## config.mk

```make
export PLATFORM = sky130hd
export DESIGN_NAME = div_sub_desloca_flat
export DESIGN_NICKNAME = d
export VERILOG_FILES = /design/src/rtl/div_sub_desloca_if.sv /design/src/rtl/div_sub_desloca.sv /design/src/flat_wrapper.sv
export SDC_FILE = /design/constraint.sdc
export NUM_CORES = 1
export LEC_CHECK = 0
export ABC_CLOCK_PERIOD_IN_PS = 2700
export CAP_MARGIN = 20
export CORE_MARGIN = 4
export CORE_UTILIZATION = 37
export CTS_BUF_LIST = sky130_fd_sc_hd__clkbuf_16
export CTS_CLUSTER_SIZE = 14
export DETAILED_ROUTE_END_ITERATION = 10
export MAX_ROUTING_LAYER = met4
export PLACE_DENSITY_LB_ADDON = 0.3
export SLEW_MARGIN = 15
export SYNTH_ARGS = -nofsm -noshare
export SYNTH_HDL_FRONTEND = slang
export SYNTH_SLANG_ARGS = --single-unit
```

## constraint.sdc

```tcl
create_clock -name clk -period 2.7 [get_ports clk]
set_clock_uncertainty 0.1 [all_clocks]
set_input_delay 0.54 -clock clk [delete_from_list [all_inputs] [get_ports clk]]
set_output_delay 0.54 -clock clk [all_outputs]
set_load 0.02 [all_outputs]
```

## src/rtl/div_sub_desloca_if.sv

```systemverilog
// Handshake and operand/result bundle for the sequential restoring divider.
// The master issues divisions; the slave (the divider) returns results.
interface div_sub_desloca_if #(
  parameter int N = 4
);
  logic           st;
  logic [2*N-1:0] dividend;
  logic [N-1:0]   divisor;
  logic [N-1:0]   quotient;
  logic [N-1:0]   remainder;
  logic           v;
  logic           busy;
  logic           done;

  modport master (
    output st, dividend, divisor,
    input  quotient, remainder, v, busy, done
  );

  modport slave (
    input  st, dividend, divisor,
    output quotient, remainder, v, busy, done
  );
endinterface

```

## src/rtl/div_sub_desloca.sv

```systemverilog
// Sequential restoring divider: 2N-bit dividend / N-bit divisor, one quotient bit per clock.
// Optional macro DIV_STICKY_DONE_EN keeps done high until the next accepted start.
module div_sub_desloca #(
  parameter int N = 4
) (
  input logic              clk,
  input logic              rst,
  div_sub_desloca_if.slave bus
);
  localparam int CW = $clog2(N + 1);

  typedef enum logic [1:0] {IDLE, CHK, ITER, DONE} state_t;

  state_t        state;
  logic [2*N:0]  a;
  logic [N-1:0]  d;
  logic [CW-1:0] cnt;
  logic          v_q;
  logic          busy_q;
  logic          done_q;

  // Shifted working register and trial subtraction for the current iteration.
  logic [2*N:0] t;
  logic [N:0]   diff;

  assign t    = {a[2*N-1:0], 1'b0};
  assign diff = t[2*N:N] - {1'b0, d};

  assign bus.quotient  = a[N-1:0];
  assign bus.remainder = a[2*N-1:N];
  assign bus.v         = v_q;
  assign bus.busy      = busy_q;
  assign bus.done      = done_q;

  // NOTE: sequential state uses non-blocking assignments so every register
  // samples the pre-edge values, independent of statement order.
  always_ff @(posedge clk or posedge rst) begin
    if (rst) begin
      state  <= IDLE;
      a      <= '0;
      d      <= '0;
      cnt    <= '0;
      v_q    <= 1'b0;
      busy_q <= 1'b0;
      done_q <= 1'b0;
    end else begin
      case (state)
        IDLE: begin
          if (bus.st) begin
            a      <= {1'b0, bus.dividend};
            d      <= bus.divisor;
            v_q    <= 1'b0;
            cnt    <= '0;
            busy_q <= 1'b1;
            done_q <= 1'b0;
            state  <= CHK;
          end
        end
        CHK: begin
          // Upper half >= divisor means the quotient cannot fit; also catches d == 0.
          if (a[2*N:N] >= {1'b0, d}) begin
            v_q    <= 1'b1;
            busy_q <= 1'b0;
            done_q <= 1'b1;
            state  <= DONE;
          end else begin
            state <= ITER;
          end
        end
        ITER: begin
          if (t[2*N:N] >= {1'b0, d}) begin
            a <= {diff, t[N-1:1], 1'b1};
          end else begin
            a <= t;
          end
          cnt <= cnt + CW'(1);
          if (cnt == CW'(N - 1)) begin
            busy_q <= 1'b0;
            done_q <= 1'b1;
            state  <= DONE;
          end
        end
        DONE: begin
          state <= IDLE;
`ifndef DIV_STICKY_DONE_EN
          done_q <= 1'b0;
`endif
        end
        default: state <= IDLE;
      endcase
    end
  end
endmodule

```

## src/flat_wrapper.sv

```systemverilog
// flat-port wrapper written by rule: the top's interface ports become plain ports
module div_sub_desloca_flat 
#(
  parameter int N = 4
)
  (clk, rst, bus_st, bus_dividend, bus_divisor, bus_quotient, bus_remainder, bus_v, bus_busy, bus_done);
  div_sub_desloca_if #(.N(N)) bus_i ();
  input logic clk;
  input logic rst;
  input wire logic [$bits(bus_i.st)-1:0] bus_st;
  input wire logic [$bits(bus_i.dividend)-1:0] bus_dividend;
  input wire logic [$bits(bus_i.divisor)-1:0] bus_divisor;
  output wire logic [$bits(bus_i.quotient)-1:0] bus_quotient;
  output wire logic [$bits(bus_i.remainder)-1:0] bus_remainder;
  output wire logic [$bits(bus_i.v)-1:0] bus_v;
  output wire logic [$bits(bus_i.busy)-1:0] bus_busy;
  output wire logic [$bits(bus_i.done)-1:0] bus_done;
  assign bus_i.st = bus_st;
  assign bus_i.dividend = bus_dividend;
  assign bus_i.divisor = bus_divisor;
  assign bus_quotient = bus_i.quotient;
  assign bus_remainder = bus_i.remainder;
  assign bus_v = bus_i.v;
  assign bus_busy = bus_i.busy;
  assign bus_done = bus_i.done;
  div_sub_desloca #(.N(N)) u_core (.clk(clk), .rst(rst), .bus(bus_i));
endmodule
```

### Yosys cells after proc, flatten, opt, wreduce, memory -nomap -nowiden

Index checks and enable logic that the tools add are counted.
Widths: inputs -> output; s select.

* register bits after elaboration: 21
* word-level logic and storage cells: 46
* input bits: 15
* output and inout port bits: 11

* muxes and demuxes: 18
* reduce and logical (&&, ||, !) cells: 10
* equality and inequality tests: 7
* $lt $le $gt $ge: 2
* add/subtract/negate cells: 2

Operators by type and width (count)
* $mux 9: 2
* $pmux 9 s2: 1
* $ge 5x4->1: 2
* $pmux 2 s4: 1
* $mux 1: 7
* $pmux 3 s2: 1
* $reduce_and 2->1: 3
* $reduce_and 3->1: 2
* $sub 5x4->5: 1
* $eq 2x2->1 const B: 2
* $mux 2: 2
* $ne 2x1->1 const B: 2
* $pmux 1 s4: 1
* $reduce_and 4->1: 1
* $reduce_bool 2->1: 2
* $add 3x1->3 const B: 1
* $eq 3x2->1 const B: 1
* $mux 3: 1
* $pmux 1 s3: 1
* $reduce_bool 3->1: 1
* $eq 2x1->1 const B: 1
* $logic_not 2->1: 1
* $ne 2x2->1 const B: 1
* $pmux 1 s2: 1

### Longest topological paths before layout

* depth after elaboration: 3
* gate-level depth with buffers: 8
* depth with buffers taken out: 8

### Least setup slack after synthesis

Ideal clock, no wire load.

* path type: flip-flop to flip-flop
* start point: reg u_core.a[5]
* end point: reg u_core.a[5]
* period minus slack after synthesis: 1.939 ns
* cell stages (with the launch flop): 7
* path buffers: 0
* setup time: 0.082 ns
* setup slack: 0.761 ns
* arrival: 1.757 ns
* required time: 2.518 ns
* cells stage by stage: dfrtp_1 -> ha_1 -> a21oi_2 -> nand3_2 -> a21boi_4 -> mux2_2 -> o22ai_1

* word-level cells in the longest chain between the ends: 3

RTL lines
* start, declared: RTL line div_sub_desloca.sv:15 `logic [2*N:0] a;`
* start signal, assigned: RTL line div_sub_desloca.sv:50 `a <= {1'b0, bus.dividend};`
* start signal, assigned: RTL line div_sub_desloca.sv:72 `a <= {diff, t[N-1:1], 1'b1};`
* start signal, assigned: RTL line div_sub_desloca.sv:74 `a <= t;`
* $ge 5x4->1: RTL line div_sub_desloca.sv:71 `if (t[2*N:N] >= {1'b0, d}) begin`
* $mux 9: RTL line div_sub_desloca.sv:71
* $pmux 9 s2: RTL line div_sub_desloca.sv:47 `case (state)`

Every way passes these cells.
A chain may end at the register's enable or synchronous reset.

### Worst setup path after layout

Same ends and word-level chain as after synthesis.

==> results.tsv <==
metric	value	unit
status	complete, no violations	
Worst-Margin Slew	0.806	ns
Total GRT Usage	13.8	%
postcts setup bufs	0	
area share of the largest cell type after synthesis	36.7	%
via count	1092	
htree depth	1	
vias in the first global route	1133	
CP Capture Type	flip-flop	
post-synth net total	177	
CTS root buf	clkbuf_16	
die area	4930	µm²
Netlist cell types	35	
HP Class	reg -> reg	
Die Span Y	70.2	µm
Initial Util	38.8	%
Synth Area per Inst	9.74	µm²
critical path data arrival time	2.27	ns
Placed Cells	210	
largest net degree at the start of global routing	22	
Crit path largest cell delay	0.46	ns
layout cells sized above 1	9.64	%
leakage power	0.777	nW
overall routed net length	3050	µm
#FFs+latches synth	21	
crit path cell chain	ha_1, a21oi_2, nand3_2, a21boi_4, mux2_2, o22ai_1	
count of hold-fix buffers inserted at cts	0	
Diodes inserted	0	
commonest cells in the netlist	dfrtp_1, ha_1, inv_1	
RSZ-0062 raised after global routing	no	
# DRC	0	
pwr dens	1460	nW/µm²
Pre-antenna DRT Iters	3	
worst vdd ir	0.573	mV
cts bufs inserted	3	
PortBufs	25	
Rel. slew slack	46.2	%
asr flop ratio synth	100	%
synth-to-layout area growth	22.6	%
Reg clk slew, reported paths	0.06	ns
Post-Syn Area	1430	µm²
final hold vios	0	
Clock Path Buffers	2	
CTS tree	built	
Routability Congestion	0.828	
Final Cycle Share	81.5	%
sequential share of the synthesized area	36.7	%
GRT Residual Overflow	0	
Setup Crit Path Kind	reg -> reg	
TNS Setup	0	ns
FP Rows	22	
max cap viols	0	
Synth Instances	147	
Core Util, Final	47.6	%
Starting DRT DRC Count	45	
Max Clk Rate	454	MHz
clk_lat worst skew	0.25	ns
post-synth top area cell	dfrtp_1	
chip width	70.2	µm
PostCTS Resize Cnt	0	
Synth area leaders	dfrtp_1, ha_1, mux2i_1, mux2_2, buf_4	
Finish-stage setup viols	0	
Post-synth EDFFs	0	
Critical-path top delay cell	dfrtp_1	
total power	2.57	mW
initial antenna violation count	0	
Tmin final	2.20	ns
CP Max Fanout	6	
core box area	3690	µm²
first-pass GRT wire length	5380	µm
clk sinks	21	
most common cell in the synthesized netlist	dfrtp_1	
final count of pins violating max slew	0	
non-filler instance count after layout	214	
kind of start point of the critical path	flip-flop	
per-cell routed wire length	14.3	µm
vias per inst	5.10	
synth warn	0	
I/O pin count	26	
CP Data Required Time	2.77	ns
antenna-violating nets left	0	
most used flip-flop cell after synthesis	dfrtp_1	
final net count	197	
HPWL after DPL	2380	µm
-- layer usage --
metal,track usage [%],part of all wire [%],wire length (µm)
met5,-,0,0
met4,5.11,1.8,56
met3,1.87,2.5,76
met2,23.1,48,1470
met1,16.9,48,1450
-- state kept, by name (all words and copies together) (netlist names) --
signal / flops
u_core.bus.v: 1
u_core.bus.busy: 1
u_core.state: 2
u_core.a: 9
u_core.d: 4
u_core.cnt: 3
u_core.bus.done: 1
-- placed cells by master, fill, tap and decap left out, drive strengths merged, types with 3 or more instances in the layout --
cell,count
clkbuf,3
nor2,7
a21oi,14
inv,15
mux2,7
nand3,5
clkdlybuf4s50,25
o21ai,10
mux2i,8
xnor2,3
ha,14
nand2,8
dfrtp,21
o22ai,4
-- final timing paths --
check / from / end / slack, ns / cells after the start
max: u_core.a[5] / u_core.a[5] / 0.50 / 6
min: u_core.a[8] / u_core.a[8] / 0.39 / 2
max reg2reg: u_core.a[5] / u_core.a[5] / 0.50 / 6
min reg2reg: u_core.a[8] / u_core.a[8] / 0.39 / 2
max in group asynchronous: rst / u_core.a[7] / 1.35 / 2
min in group asynchronous: rst / u_core.a[0] / 0.64 / 2
-- worst max-delay path: cells and delay by family, from the launching register on --
kind	cells	cell delay [ns]
compound gates	3	0.65
flops	1	0.46
fa+ha+maj	1	0.41
mux	1	0.38
simple gates	1	0.11
-- cell families after synthesis --
kind of cell | synth area share, %
compound gates | 18.1
simple gates | 9.27
buf+inv | 9.35
flops | 36.7
mux | 11.1
fa+ha+maj | 13.6
xor+xnor | 1.84
-- through the flow --
| stage | setup slack [ns] | cell area (µm²) | hold slack [ns] |
|---|---|---|---|
| 2_1_floorplan | 0.761 | 1430 | 0.349 |
| 3_3_place_gp | 0.343 | 1680 | 0.379 |
| 3_5_place_dp | 0.251 | 1680 | 0.375 |
| 4_1_cts | 0.502 | 1750 | 0.390 |
| 5_1_grt | 0.340 | 1750 | 0.424 |
| 6_report | 0.499 | 1750 | 0.390 |
-- power breakdown --
| group | internal, mW | switching, mW | leakage [nW] |
|---|---|---|---|
| clock network | 0.197 | 0.111 | 0.0423 |
| registers | 0.480 | 0.155 | 0.250 |
| logic | 0.763 | 0.860 | 0.485 |
-- cell type report --
type | instances | area (µm²)
well taps | 48 | 60.1
repair buffers | 27 | 265
multi-input cells | 100 | 772
flip-flops and latches | 21 | 526
fillers | 364 | 1930
clock buffers | 3 | 75.1
clock inverters | 1 | 3.75
inverters | 14 | 52.6
No activity file was read; power rests on OpenSTA's default activity.
